$ cat src/rtl/servo_pkg.sv
// Shared constants and helpers for the multi-channel servo PWM generator.
package servo_pkg;

    localparam int unsigned US_PER_S = 1_000_000;

    localparam int unsigned DEF_CLK_HZ    = 25_000_000;
    localparam int unsigned DEF_N_CH      = 2;
    localparam int unsigned DEF_FRAME_US  = 20_000;
    localparam int unsigned DEF_MIN_US    = 1_000;
    localparam int unsigned DEF_SPAN_US   = 1_000;
    localparam int unsigned DEF_POS_W     = 10;
    localparam int unsigned DEF_HB_FRAMES = 25;
    localparam int unsigned DEF_SLEW_STEP = 10;

    // Out-of-range positions saturate at the span limit rather than wrapping.
    function automatic int unsigned pos_clamp(input int unsigned pos, input int unsigned span);
        return (pos > span) ? span : pos;
    endfunction

endpackage

$ cat src/rtl/servo_pwm_ch.sv
// One servo channel: shadow/active position registers, optional slew limiter
// (SERVO_SLEW_EN) and the registered pulse comparator.
module servo_pwm_ch
    import servo_pkg::*;
#(
    parameter int unsigned MIN_US    = DEF_MIN_US,
    parameter int unsigned SPAN_US   = DEF_SPAN_US,
    parameter int unsigned POS_W     = DEF_POS_W,
`ifdef SERVO_SLEW_EN
    parameter int unsigned SLEW_STEP = DEF_SLEW_STEP,
`endif
    parameter int unsigned US_W      = 15
) (
    input  logic             clk,
    input  logic             rst_n,
    input  logic             fs,
    input  logic             wr,
    input  logic [POS_W-1:0] wr_pos,
    input  logic [US_W-1:0]  us_cnt,
    output logic             pwm
);

    localparam logic [POS_W-1:0] CENTRE = POS_W'(SPAN_US / 2);

    logic [POS_W-1:0] shadow_q, shadow_d;
    logic [POS_W-1:0] active_q, active_d;
    logic             pwm_q, pwm_d;

    // NOTE: every always_comb output gets a default first so no path leaves it unassigned (no latch).
    always_comb begin
        shadow_d = shadow_q;
        if (wr) begin
            shadow_d = POS_W'(pos_clamp(32'(wr_pos), SPAN_US));
        end
    end

`ifdef SERVO_SLEW_EN
    always_comb begin
        active_d = active_q;
        if (fs) begin
            if (shadow_q > active_q) begin
                active_d = (32'(shadow_q) - 32'(active_q) > SLEW_STEP)
                         ? POS_W'(32'(active_q) + SLEW_STEP) : shadow_q;
            end else if (shadow_q < active_q) begin
                active_d = (32'(active_q) - 32'(shadow_q) > SLEW_STEP)
                         ? POS_W'(32'(active_q) - SLEW_STEP) : shadow_q;
            end
        end
    end
`else
    always_comb begin
        active_d = active_q;
        if (fs) begin
            active_d = shadow_q;
        end
    end
`endif

    // During the FS cycle us_cnt is 0, so the old active value still yields a high bit.
    always_comb begin
        pwm_d = (32'(us_cnt) < MIN_US + 32'(active_q));
    end

    // NOTE: the position registers are reset (to centre) because they set the servo's power-up position.
    // NOTE: sequential state uses non-blocking assignments so all flops update from pre-edge values.
    always_ff @(posedge clk) begin
        if (!rst_n) begin
            shadow_q <= CENTRE;
            active_q <= CENTRE;
            pwm_q    <= 1'b0;
        end else begin
            shadow_q <= shadow_d;
            active_q <= active_d;
            pwm_q    <= pwm_d;
        end
    end

    assign pwm = pwm_q;

endmodule

$ cat src/rtl/servo_pwm_multi.sv
// Multi-channel 50 Hz servo PWM generator with frame-aligned position updates
// and a frame-rate heartbeat LED. Optional slew limiting: define SERVO_SLEW_EN.
module servo_pwm_multi
    import servo_pkg::*;
#(
    parameter int unsigned CLK_HZ    = DEF_CLK_HZ,
    parameter int unsigned N_CH      = DEF_N_CH,
    parameter int unsigned FRAME_US  = DEF_FRAME_US,
    parameter int unsigned MIN_US    = DEF_MIN_US,
    parameter int unsigned SPAN_US   = DEF_SPAN_US,
    parameter int unsigned POS_W     = DEF_POS_W,
    parameter int unsigned HB_FRAMES = DEF_HB_FRAMES,
    parameter int unsigned SLEW_STEP = DEF_SLEW_STEP,
    localparam int unsigned CH_W     = (N_CH > 1) ? $clog2(N_CH) : 1
) (
    input  logic             clk,
    input  logic             rst_n,
    input  logic             wr_en,
    input  logic [CH_W-1:0]  wr_ch,
    input  logic [POS_W-1:0] wr_pos,
    output logic [N_CH-1:0]  servo_pwm,
    output logic             frame_tick,
    output logic             led_hb,
    output logic             wr_err
);

    localparam int unsigned PRE_DIV = CLK_HZ / US_PER_S;
    localparam int unsigned PRE_W   = (PRE_DIV > 1) ? $clog2(PRE_DIV) : 1;
    localparam int unsigned US_W    = (FRAME_US > 1) ? $clog2(FRAME_US) : 1;
    localparam int unsigned HB_W    = (HB_FRAMES > 1) ? $clog2(HB_FRAMES) : 1;

    logic [PRE_W-1:0] pre_q, pre_d;
    logic [US_W-1:0]  us_q, us_d;
    logic [HB_W-1:0]  hb_q, hb_d;
    logic             led_q, led_d;
    logic             frame_tick_q, frame_tick_d;
    logic             wr_err_q, wr_err_d;
    logic             fs;
    logic             us_wrap;
    logic [N_CH-1:0]  ch_wr;

    assign fs      = (pre_q == '0) && (us_q == '0);
    assign us_wrap = (pre_q == PRE_W'(PRE_DIV - 1));

    always_comb begin
        pre_d = us_wrap ? '0 : pre_q + 1'b1;
        us_d  = us_q;
        if (us_wrap) begin
            us_d = (us_q == US_W'(FRAME_US - 1)) ? '0 : us_q + 1'b1;
        end
    end

    always_comb begin
        hb_d  = hb_q;
        led_d = led_q;
        if (fs) begin
            if (hb_q == HB_W'(HB_FRAMES - 1)) begin
                hb_d  = '0;
                led_d = ~led_q;
            end else begin
                hb_d = hb_q + 1'b1;
            end
        end
    end

    // Out-of-range channel numbers match no decode bit, so they only raise wr_err.
    always_comb begin
        ch_wr = '0;
        for (int i = 0; i < int'(N_CH); i++) begin
            ch_wr[i] = wr_en && (32'(wr_ch) == 32'(i));
        end
        wr_err_d     = wr_en && (32'(wr_ch) >= N_CH);
        frame_tick_d = fs;
    end

    always_ff @(posedge clk) begin
        if (!rst_n) begin
            pre_q        <= '0;
            us_q         <= '0;
            hb_q         <= '0;
            led_q        <= 1'b0;
            frame_tick_q <= 1'b0;
            wr_err_q     <= 1'b0;
        end else begin
            pre_q        <= pre_d;
            us_q         <= us_d;
            hb_q         <= hb_d;
            led_q        <= led_d;
            frame_tick_q <= frame_tick_d;
            wr_err_q     <= wr_err_d;
        end
    end

    for (genvar g = 0; g < int'(N_CH); g++) begin : g_ch
        servo_pwm_ch #(
            .MIN_US    (MIN_US),
            .SPAN_US   (SPAN_US),
            .POS_W     (POS_W),
`ifdef SERVO_SLEW_EN
            .SLEW_STEP (SLEW_STEP),
`endif
            .US_W      (US_W)
        ) u_ch (
            .clk    (clk),
            .rst_n  (rst_n),
            .fs     (fs),
            .wr     (ch_wr[g]),
            .wr_pos (wr_pos),
            .us_cnt (us_q),
            .pwm    (servo_pwm[g])
        );
    end

    assign frame_tick = frame_tick_q;
    assign led_hb     = led_q;
    assign wr_err     = wr_err_q;

endmodule

$ cat config.mk
export PLATFORM = sky130hd
export DESIGN_NAME = servo_pwm_multi
export DESIGN_NICKNAME = d
export VERILOG_FILES = /design/src/rtl/servo_pkg.sv /design/src/rtl/servo_pwm_ch.sv /design/src/rtl/servo_pwm_multi.sv
export SDC_FILE = /design/constraint.sdc
export NUM_CORES = 1
export LEC_CHECK = 0
export BUFFER_PORTS_ARGS = -buffer_cell sky130_fd_sc_hd__buf_4
export CAP_MARGIN = 20
export CORE_MARGIN = 2
export CORE_UTILIZATION = 40
export CTS_BUF_LIST = sky130_fd_sc_hd__clkbuf_16
export DETAILED_ROUTE_END_ITERATION = 12
export PLACE_DENSITY_LB_ADDON = 0.05
export SLEW_MARGIN = 10
export SYNTH_ARGS = -nofsm -noshare
export SYNTH_HDL_FRONTEND = slang
export SYNTH_SLANG_ARGS = --single-unit
$ cat constraint.sdc
create_clock -name clk -period 6.4 [get_ports clk]
set_input_delay 1.28 -clock clk [delete_from_list [all_inputs] [get_ports clk]]
set_output_delay 1.28 -clock clk [all_outputs]
set_load 0.03 [all_outputs]
# Word level (Yosys, flattened, before mapping)
# Cells that the tools add are included.
[classes] shifts=0 n_addsub=5 bitwise_logic=3 magnitude_cmp=3 n_eq_ne=3 muxes=3 mul=0 div=0 n_reduce_logical=7
[ops] op="$lt A15 B32 Y1" count=2
[ops] op="$add A10 B10 Y11 const A" count=2
[ops] op="$add A15 B1 Y15 const B" count=1
[ops] op="$eq A15 B15 Y1 const B" count=1
[ops] op="$logic_not A15 Y1" count=1
[ops] op="$mux W15" count=1
[ops] op="$add A5 B1 Y5 const B" count=2
[ops] op="$eq A5 B5 Y1 const B" count=2
[ops] op="$gt A10 B10 Y1 const B" count=1
[ops] op="$mux W10" count=1
[ops] op="$logic_not A5 Y1" count=1
[ops] op="$mux W5" count=1
[ops] op="$logic_and A1 B1 Y1" count=3
[ops] op="$not A1 Y1" count=3
[ops] op="$reduce_and A2 Y1" count=1
[ops] op="$reduce_or A2 Y1" count=1
[word_totals] n_memories=0 mem_bits_ro=0 ramBits=0 ff_bits=69 latch_bits=0 in_bits=14

# Longest topological paths before layout
# Gate-level depths: netlist (run 1).
[depth] depth_word=3 ltp_mapped=9

# By module
# Synthesis (run 1) repeated with hierarchy kept, for this count alone.
[unflattened] hier_cells=389 hier_area_um2=3603.5
[modules_own_cells] module="servo_pwm_ch" cells_each=112 instances=2 area_each_um2=1076.0
[modules_own_cells] module="servo_pwm_multi" cells_each=165 instances=1 area_each_um2=1451.4

# Least setup slack after synthesis (run 1)
# Ideal clock, no wire load.
[synth_path] path_type="input to register" startpoint="in wr_pos[0]" endpoint="reg g_ch[0].u_ch.shadow_q[3]" setup_ps=132 path_slack_ps=4104 t_arrival_ps=2164 path_stages=4 required_ps=6268 n_path_buf=0 cell_sequence="o31a_1 > o211ai_1 > nor2b_1 > a21oi_1"
[synth_via] elab_chain_len=2
[synth_lines] item="from (decl)" line_no="servo_pwm_multi.sv:20" source="input logic [POS_W-1:0] wr_pos,"
[synth_lines] item="$gt A10 B10 Y1" line_no="servo_pkg.sv:17" source="return (pos > span) ? span : pos;"
[synth_lines] item="$mux W10" line_no="servo_pkg.sv:17"
[synth_lines] item="to (signal assigned)" line_no="servo_pwm_ch.sv:72" source="shadow_q <= shadow_d;"
[synth_lines] item="to (decl)" line_no="servo_pwm_ch.sv:25" source="logic [POS_W-1:0] shadow_q, shadow_d;"
# No other way between the ends.
# A chain may end at the register's enable or synchronous reset.

# Worst setup path in the final report (run 1)
[layout_path] startpoint="reg us_q[0]" endpoint="reg led_q (netlist: led_hb)"
[layout_via] elab_chain_len=3
[layout_lines] item="from (decl)" line_no="servo_pwm_multi.sv:33" source="logic [US_W-1:0] us_q, us_d;"
[layout_lines] item="from (signal assigned)" line_no="servo_pwm_multi.sv:86" source="us_q <= us_d;"
[layout_lines] item="$logic_not A15 Y1" line_no="servo_pwm_multi.sv:42" source="assign fs = (pre_q == '0) && (us_q == '0);"
[layout_lines] item="$logic_and A1 B1 Y1" line_no="servo_pwm_multi.sv:42"
[layout_lines] item="$reduce_and A2 Y1 (no line)"
[layout_lines] item="to (signal assigned)" line_no="servo_pwm_multi.sv:88" source="led_q <= led_d;"
[layout_lines] item="to (decl)" line_no="servo_pwm_multi.sv:35" source="logic led_q, led_d;"
# No other way between the ends.

==> metrics, run 1 <==
H-tree Lvls=3; number of global-route vias before repair=2852; nets=466; antenna violations before repair=0; Slew HR=37.2%; post-DP HPWL=5600 um; CTS Sinks=69; 1st-iter DRT viols=65; Clock Latency Late Sink=0.33 ns; Pint=786 uW; postcts setup bufs=0; post-CTS sizing=0; Synth Net Count=465; Yosys reg bits=69; Synth top area share=38.5%; Leak=0.00163 uW; sequential share of the synthesized area=38.5%; Worst path top cell family by delay=simple AND/OR/NAND/NOR gates; Rows=34; Max Cap Viol=0; Wirelength per Cell=15.2 um; # IOs=19; Setup CP Type=register to register; drt pass-1 iters=4; Top Layer Used=met4; count leader, synth=dfxtp_1; port buffer count=17; worst path bufs/invs=1; Filler cells=859; setup violators final=0; synth cell count leaders=dfxtp_1, nand2_1, nand3_1, ha_1, a21oi_1; fraction of registers with async set or reset after synthesis=0%; min Tclk post-route=2.63 ns; status=completed; WL met2=3670 um; clk_skew=0.00847 ns; Hold Path Class=register to register; cts bufs inserted=9; fraction of layout instances using a drive strength above 1=8.39%; Placer Congestion=0.815; crit-path cells=inv_1 -> ha_1 -> nor4b_1 -> nand3_1 -> or4_1 -> a21boi_1; first-pass GRT wire length=13700 um; Psw=265 uW; GRT overflow=0; peak fanout along the critical path=22; Peak VDD IR=97.6 uV; overall routing resource usage=17.7%; Via Count=2923; core area=0.00872 mm2; cells after synthesis=423; Worst-Margin Slew=0.942 ns; Clock Path Buffers=2; Area growth, synth to finish=12.3%; post-synthesis cell type count=49; CTS tree=built; setup TNS=0 ns; root buf cell=clkbuf_16; Via density=5.44; Synthesis Warnings=0; pwr dens=261 mW/mm2; Setup crit end kind=register; mapped cell area=0.00359 mm2; Critical Path Source Type=register; final clock period utilization by the worst path=41.0%; Final Hold Vio Count=0; post-detailed-routing wire length=8150 um; final worst setup slack=3.77 ns; die height=98.7 um; pre-CTS WS=3.78 ns; combinational power share=8.6%; Clk pwr share=47.5%; area leader, netlist=dfxtp_1; EDFF count, synth=0; Area contributors post-synth=dfxtp_1, ha_1, nand2_1, nand3_1, xnor2_1; DRC viols=0; Initial Util=41.1%; Critical Path AT=2.89 ns; Main synth FF type=dfxtp_1; met1 WL=4080 um; met3 WL=259 um; Mapped Avg Cell Area=8.48 um2; Reg clk slew, reported paths=0.06 ns; DRT antenna net count=0; die area=0.00974 mm2; hold buffers post-CTS=0; worst path required time=6.66 ns; Sw Ratio=25.2%; Die X=98.7 um; Reg power frac=43.9%; antenna cell count=0; critical path's slowest cell=nand3_1; Pins Over Slew Limit=0; fmax=381 MHz; largest net degree at the start of global routing=63; RSZ-0062 raised after global routing=no; Critical Path Max Stage Delay=0.72 ns
## per-stage QoR
step / area [um2] / cells / util (%) / total power [uW] / hold WS (ns)
floorplan: 3590 / 423 / - / 536 / 0.430
global placement: 3730 / 521 / 42.8 / 561 / 0.448
detailed placement: 3730 / 521 / 42.8 / 562 / 0.450
CTS: 4030 / 537 / 46.2 / 1060 / 0.459
global route: 4030 / 537 / 46.2 / 1100 / 0.468
finish: 4030 / 537 / 46.2 / 1050 / 0.461
## metal layers
| metal | track usage, % | vias up |
|---|---|---|
| met5 | 0 | - |
| met4 | 6.32 | 0 |
| met3 | 3.83 | 13 |
| met2 | 28.7 | 45 |
| met1 | 23.3 | 1339 |
| li1 | - | 1526 |
## worst min-delay path: stages, from the launching register on
cell	delay, ns
dfxtp_1	0.31
nand2_1	0.05
mux2i_1	0.05
## cell usage in the layout, fill, tap and decap left out, types with 3 or more instances in the layout
master     netlist  routed
a21boi_0         3       3
a21boi_1         6       6
a21oi_1         23      23
a31oi_1          6       6
and2_1           4       4
and3_1           3       3
and4_1           3       3
buf_4            3      17
clkbuf_16        0       9
dfxtp_1         69      69
ha_1            28      28
inv_1           17      18
mux2i_1          5       5
nand2_1         45      45
nand2b_1         3       3
nand3_1         30      30
nand4_1         10      10
nor2_1          13      13
nor2b_1          3       3
nor3_1          20      20
nor3b_1          5       5
nor4_1           5       5
o211ai_1         3       3
o21a_1           4       4
o21ai_0         15      15
o21ai_1         18      18
or3_1            8       8
xnor2_1         15      15
xor2_1           6       6
## path summary, 6_finish.rpt
kind                                          startpoint  slack (ns)                       end  cells past startpoint
worst max-delay path                             us_q[0]        3.77                    led_hb                      6
worst min-delay path            g_ch[1].u_ch.active_q[0]        0.46  g_ch[1].u_ch.active_q[0]                      2
worst max register to register                   us_q[0]        3.77                    led_hb                      6
worst min register to register  g_ch[1].u_ch.active_q[0]        0.46  g_ch[1].u_ch.active_q[0]                      2
## flip-flops by register name, indices dropped and copies added, names as in the netlist
register            flops
g_ch.u_ch.active_q     20
g_ch.u_ch.shadow_q     20
us_q                   15
hb_q                    5
pre_q                   5
g_ch.u_ch.pwm           2
frame_tick              1
led_hb                  1
## cell families (layout without fill, tap and decap cells)
family | Yosys count | in the layout | share of synthesized area [%]
and+or+nand+nor | 164 | 164 | 24.7
AOI/OAI and AO/OA | 91 | 91 | 15.2
DFF | 69 | 69 | 38.5
buffers and inverters | 44 | 50 | 5.16
adders and majority gates | 28 | 28 | 9.77
xor gates and xnor gates | 21 | 21 | 5.13
muxes | 5 | 5 | 1.40
other | 1 | 1 | 0.105
## power groups by stage
stage	Clock, uW	Sequential [uW]	Combinational [uW]
after floorplan	0	468	67.7
after global placement	0	471	90.1
after detailed placement	0	470	91.4
after CTS	510	461	91.8
after global routing	533	464	102
final	500	461	90.3
## area by class of cell
cell class / count / area, um2 / area share [%]
clock buffers: 9 / 225 / 5.59
clock inverters: 7 / 75.1 / 1.86
inverters: 17 / 63.8 / 1.58
multi-input cells: 310 / 2020 / 50.2
flip-flops and latches: 69 / 1380 / 34.3
well taps: 108 / 135 / 3.35
repair buffers: 17 / 128 / 3.17
Note: power is estimated with default switching activity, not from simulation.
==> run 2: changes to the inputs <==
clock period = 2.7 ns   (was 6.4 ns; I/O delays follow)
==> metrics, run 2 (synthesis results as in run 1) <==
placed cell count=528; hold buffers post-CTS=0; Hold Path Cell Cnt=3; pwr dens=631 mW/mm2; antenna cell count=0; drt pass-1 iters=4; overall routing resource usage=17.8%; Setup CP Type=register to register; first-pass GRT wire length=14000 um; Via Count=2947; 1st-iter DRT viols=107; R2R depth=9; reg-to-reg slack, setup=0.33 ns; port buffer count=17; CTS Sinks=69; Filler cells=853; DRT antenna net count=0; Pwr Total=2590 uW; Pins Over Slew Limit=0; hold_sp=wr_pos[7]; root buf cell=clkbuf_16; min Tclk post-route=2.37 ns; launch point of the worst reg-to-reg path=g_ch[0].u_ch.active_q[3]; area of the multi-input gates=0.00202 mm2; die height=98.7 um; Reg clk slew, reported paths=0.06 ns; Clock Path Buffers=2; Critical Path Source Type=register; Peak VDD IR=357 uV; GR Util met1=24.6%; WHS Endpoint=g_ch[0].u_ch.shadow_q[7]; fmax=422 MHz; crit-path cells=ha_1 -> or3_1 -> nor3_1 -> xnor2_1 -> ha_1 -> a21oi_1 -> nor3b_1 -> or3_1 -> a41oi_1; Wirelength per Cell=14.8 um; RSZ-0062 raised after global routing=no; Max Cap Viol=0; pre-CTS WS=0.369 ns; largest net degree at the start of global routing=45; # IOs=19; post-detailed-routing wire length=8070 um; Final Hold Vio Count=0; Initial Util=41.1%; GR Util met2=27.8%; peak fanout along the critical path=4; core area=0.00872 mm2; clk_skew=0.00588 ns; DRC viols=0; antenna violations before repair=0; most frequent cells in the layout=dfxtp_1, nand2_1, nand3_1; cts bufs inserted=9; postcts setup bufs=0; final clock period utilization by the worst path=87.7%; critical path's slowest cell=or3_1; Clock Latency Late Sink=0.33 ns; Area growth, synth to finish=14.4%; Slew HR=46.5%; Hold Path Class=input port to register; Reg-to-Reg End=g_ch[0].u_ch.pwm; worst path required time=2.94 ns; Setup crit end kind=register; setup TNS=0 ns; Worst-Margin Slew=0.802 ns; Rows=34; Placer Congestion=0.743; CTS tree=built; GRT overflow=0; Via density=5.42; Critical Path AT=2.61 ns; Leak=0.00167 uW; status=completed; post-DP HPWL=5740 um; Die X=98.7 um; register area=0.00138 mm2; met3 Use GR=3.83%; post-CTS sizing=0; Critical Path Max Stage Delay=0.36 ns; most used routing layer=met2; final worst setup slack=0.332 ns; commonest non-fill, non-tap cell in the layout=dfxtp_1; Cell Count, Final, Fillers Out=544; nets=473; H-tree Lvls=3; setup violators final=0; die area=0.00974 mm2; Largest regs=g_ch.u_ch.active_q x20, g_ch.u_ch.shadow_q x20, us_q x15; fraction of layout instances using a drive strength above 1=10.1%; number of global-route vias before repair=2853
[run 2: through the flow]
step	instance area (um2)	util (%)	hold WS (ns)
2_1_floorplan	3590	-	0.430
5_1_grt	4110	47.1	0.429
3_3_place_gp	3780	43.4	0.445
3_5_place_dp	3780	43.4	0.453
4_1_cts	4110	47.1	0.429
6_report	4110	47.1	0.433
[run 2: worst max-delay path by stage]
| stage | cells after the start | to | from | slack [ns] |
|---|---|---|---|---|
| finish | 9 | g_ch[0].u_ch.pwm | g_ch[0].u_ch.active_q[3] | 0.33 |
| global route | 9 | g_ch[0].u_ch.pwm | g_ch[0].u_ch.active_q[3] | 0.20 |
| CTS | 9 | g_ch[0].u_ch.pwm | g_ch[0].u_ch.active_q[3] | 0.33 |
| detailed placement | 9 | g_ch[0].u_ch.pwm | g_ch[0].u_ch.active_q[3] | 0.37 |
| global placement | 9 | g_ch[0].u_ch.pwm | g_ch[0].u_ch.active_q[3] | 0.46 |
| floorplan | 9 | g_ch[0].u_ch.pwm | g_ch[0].u_ch.active_q[3] | 0.56 |
[run 2: per-layer routing]
layer,share of wire [%],up-vias
li1,-,1539
met1,53,1362
met2,44,39
met3,2.2,7
met4,1.2,0
met5,0,-
[run 2: critical path, delay by kind of cell (launching register included)]
family,cells,cell delay (ns)
flip-flops,1,0.34
AO/OA/AOI/OAI,2,0.33
adder cells (fa/ha/maj),2,0.51
AND/OR/NAND/NOR,4,0.95
XOR/XNOR,1,0.17
[run 2: final cells by class]
cell class              count  share of cell area, %
multi-input cells         310                   49.2
flip-flops and latches     69                   33.6
clock buffers               9                   5.49
repair buffers             24                   4.39
well taps                 108                   3.29
clock inverters             7                   2.41
inverters                  17                   1.55
[run 2: report_power, final]
part	internal [uW]	switching, uW
Clock	813	461
Combinational	88.5	134
Sequential	1060	31.8
Total	1960	627
==> run 3: changes to the inputs <==
clock period = 2.5 ns   (was 2.7 ns; I/O delays follow)
==> metrics, run 3 (synthesis results as in run 1) <==
status=completed; DRC viols=0; placed cell count=531; Hold Path Class=input port to register; cts bufs inserted=9; Critical Path AT=2.51 ns; Pint=1920 uW; post-CTS sizing=0; Via density=5.39; number of global-route vias before repair=2828; clk_skew=0.00831 ns; DRT antenna net count=0; peak fanout along the critical path=4; nets=476; antenna violations before repair=0; GRT overflow=0; Initial Util=41.1%; Clock Latency Late Sink=0.33 ns; setup violators final=0; postcts setup bufs=0; hold_sp=wr_pos[7]; post-DP HPWL=5730 um; fmax=443 MHz; critical path's slowest cell=dfxtp_1; drt pass-1 iters=4; Cell Count, Final, Fillers Out=547; Sw Ratio=26.2%; R2R depth=9; register area=0.00138 mm2; pwr dens=637 mW/mm2; 1st-iter DRT viols=65; commonest non-fill, non-tap cell in the layout=dfxtp_1; most used routing layer=met2; first-pass GRT wire length=14000 um; launch point of the worst reg-to-reg path=g_ch[0].u_ch.active_q[3]; RSZ-0062 raised after global routing=no; Psw=683 uW; CTS tree=built; Reg-to-Reg End=g_ch[0].u_ch.pwm; post-detailed-routing wire length=8110 um; root buf cell=clkbuf_16; hold buffers post-CTS=0; area of the multi-input gates=0.00202 mm2; Slew HR=46.7%; core area=0.00872 mm2; met3 Use GR=3.55%; Final Hold Vio Count=0; worst path required time=2.75 ns; Via Count=2950; # IOs=19; final core utilization=46.8%; Area growth, synth to finish=13.7%; Rows=34; Reg power frac=45.4%; largest net degree at the start of global routing=43; min Tclk post-route=2.26 ns; final clock period utilization by the worst path=90.3%; Max Cap Viol=0; Setup CP Type=register to register; Die X=98.7 um; fraction of layout instances using a drive strength above 1=10.5%; die height=98.7 um; reg-to-reg slack, setup=0.24 ns; Critical Path Max Stage Delay=0.34 ns; GR Util met1=24.8%; Wirelength per Cell=14.8 um; crit-path cells=ha_1 -> or3_1 -> nor3_1 -> xnor2_1 -> ha_1 -> a21oi_1 -> nor3b_1 -> or3_1 -> a41oi_1; Hold Path Cell Cnt=3; most frequent cells in the layout=dfxtp_1, nand2_1, nand3_1; Setup crit end kind=register; antenna cell count=0; Reg clk slew, reported paths=0.06 ns; Critical Path Source Type=register; die area=0.00974 mm2; GR Util met2=26.9%; Filler cells=847; Peak VDD IR=369 uV; combinational power share=9.2%; setup TNS=0 ns; Worst-Margin Slew=0.798 ns; Placer Congestion=0.732; Largest regs=g_ch.u_ch.active_q x20, g_ch.u_ch.shadow_q x20, us_q x15; Leak=0.00167 uW; H-tree Lvls=3; Pins Over Slew Limit=0; WHS Endpoint=g_ch[1].u_ch.shadow_q[7]; port buffer count=17; Clk pwr share=45.3%; Clock Path Buffers=2; CTS Sinks=69; overall routing resource usage=17.7%
[run 3: stage by stage]
step	hold slack (ns)	cell area, um2	worst slack [ns]	power [uW]
floorplan	0.430	3590	0.359	1370
global placement	0.446	3800	0.255	1450
detailed placement	0.450	3800	0.236	1450
CTS	0.385	4080	0.226	2640
global route	0.411	4080	0.0530	2720
finish	0.396	4080	0.242	2600
[run 3: worst max path at each step]
stage                                   from               end  slack, ns
global placement    g_ch[0].u_ch.active_q[3]  g_ch[0].u_ch.pwm       0.26
detailed placement  g_ch[0].u_ch.active_q[3]  g_ch[0].u_ch.pwm       0.24
finish              g_ch[0].u_ch.active_q[3]  g_ch[0].u_ch.pwm       0.24
floorplan           g_ch[0].u_ch.active_q[3]  g_ch[0].u_ch.pwm       0.36
global route        g_ch[0].u_ch.active_q[3]  g_ch[0].u_ch.pwm       0.05
CTS                 g_ch[0].u_ch.active_q[3]  g_ch[0].u_ch.pwm       0.23
[run 3: critical path: cells and delay by family (launching register included)]
family                   cells  cell delay, ns
AO/OA/AOI/OAI                2            0.29
AND/OR/NAND/NOR              4            0.93
flip-flops                   1            0.34
adder cells (fa/ha/maj)      2            0.48
XOR/XNOR                     1            0.15
[run 3: final cells by class]
cell class | instances | area share, %
Clock buffer | 9 | 5.52
Clock inverter | 7 | 1.26
Inverter | 17 | 1.56
Multi-Input combinational cell | 310 | 49.5
Sequential cell | 69 | 33.9
Tap cell | 108 | 3.31
Timing Repair Buffer | 27 | 4.97
[run 3: layer usage]
metal	wire length (um)	share of wire, %
met5	0	0
met4	128	1.6
met3	203	2.5
met2	3570	44
met1	4210	52
[run 3: power by group through the flow]
stage / combinational, uW / sequential, uW / clock (uW)
2_1_floorplan: 173 / 1200 / 0
3_3_place_gp: 242 / 1200 / 0
3_5_place_dp: 242 / 1210 / 0
4_1_cts: 243 / 1180 / 1220
5_1_grt: 273 / 1190 / 1260
6_report: 240 / 1180 / 1180
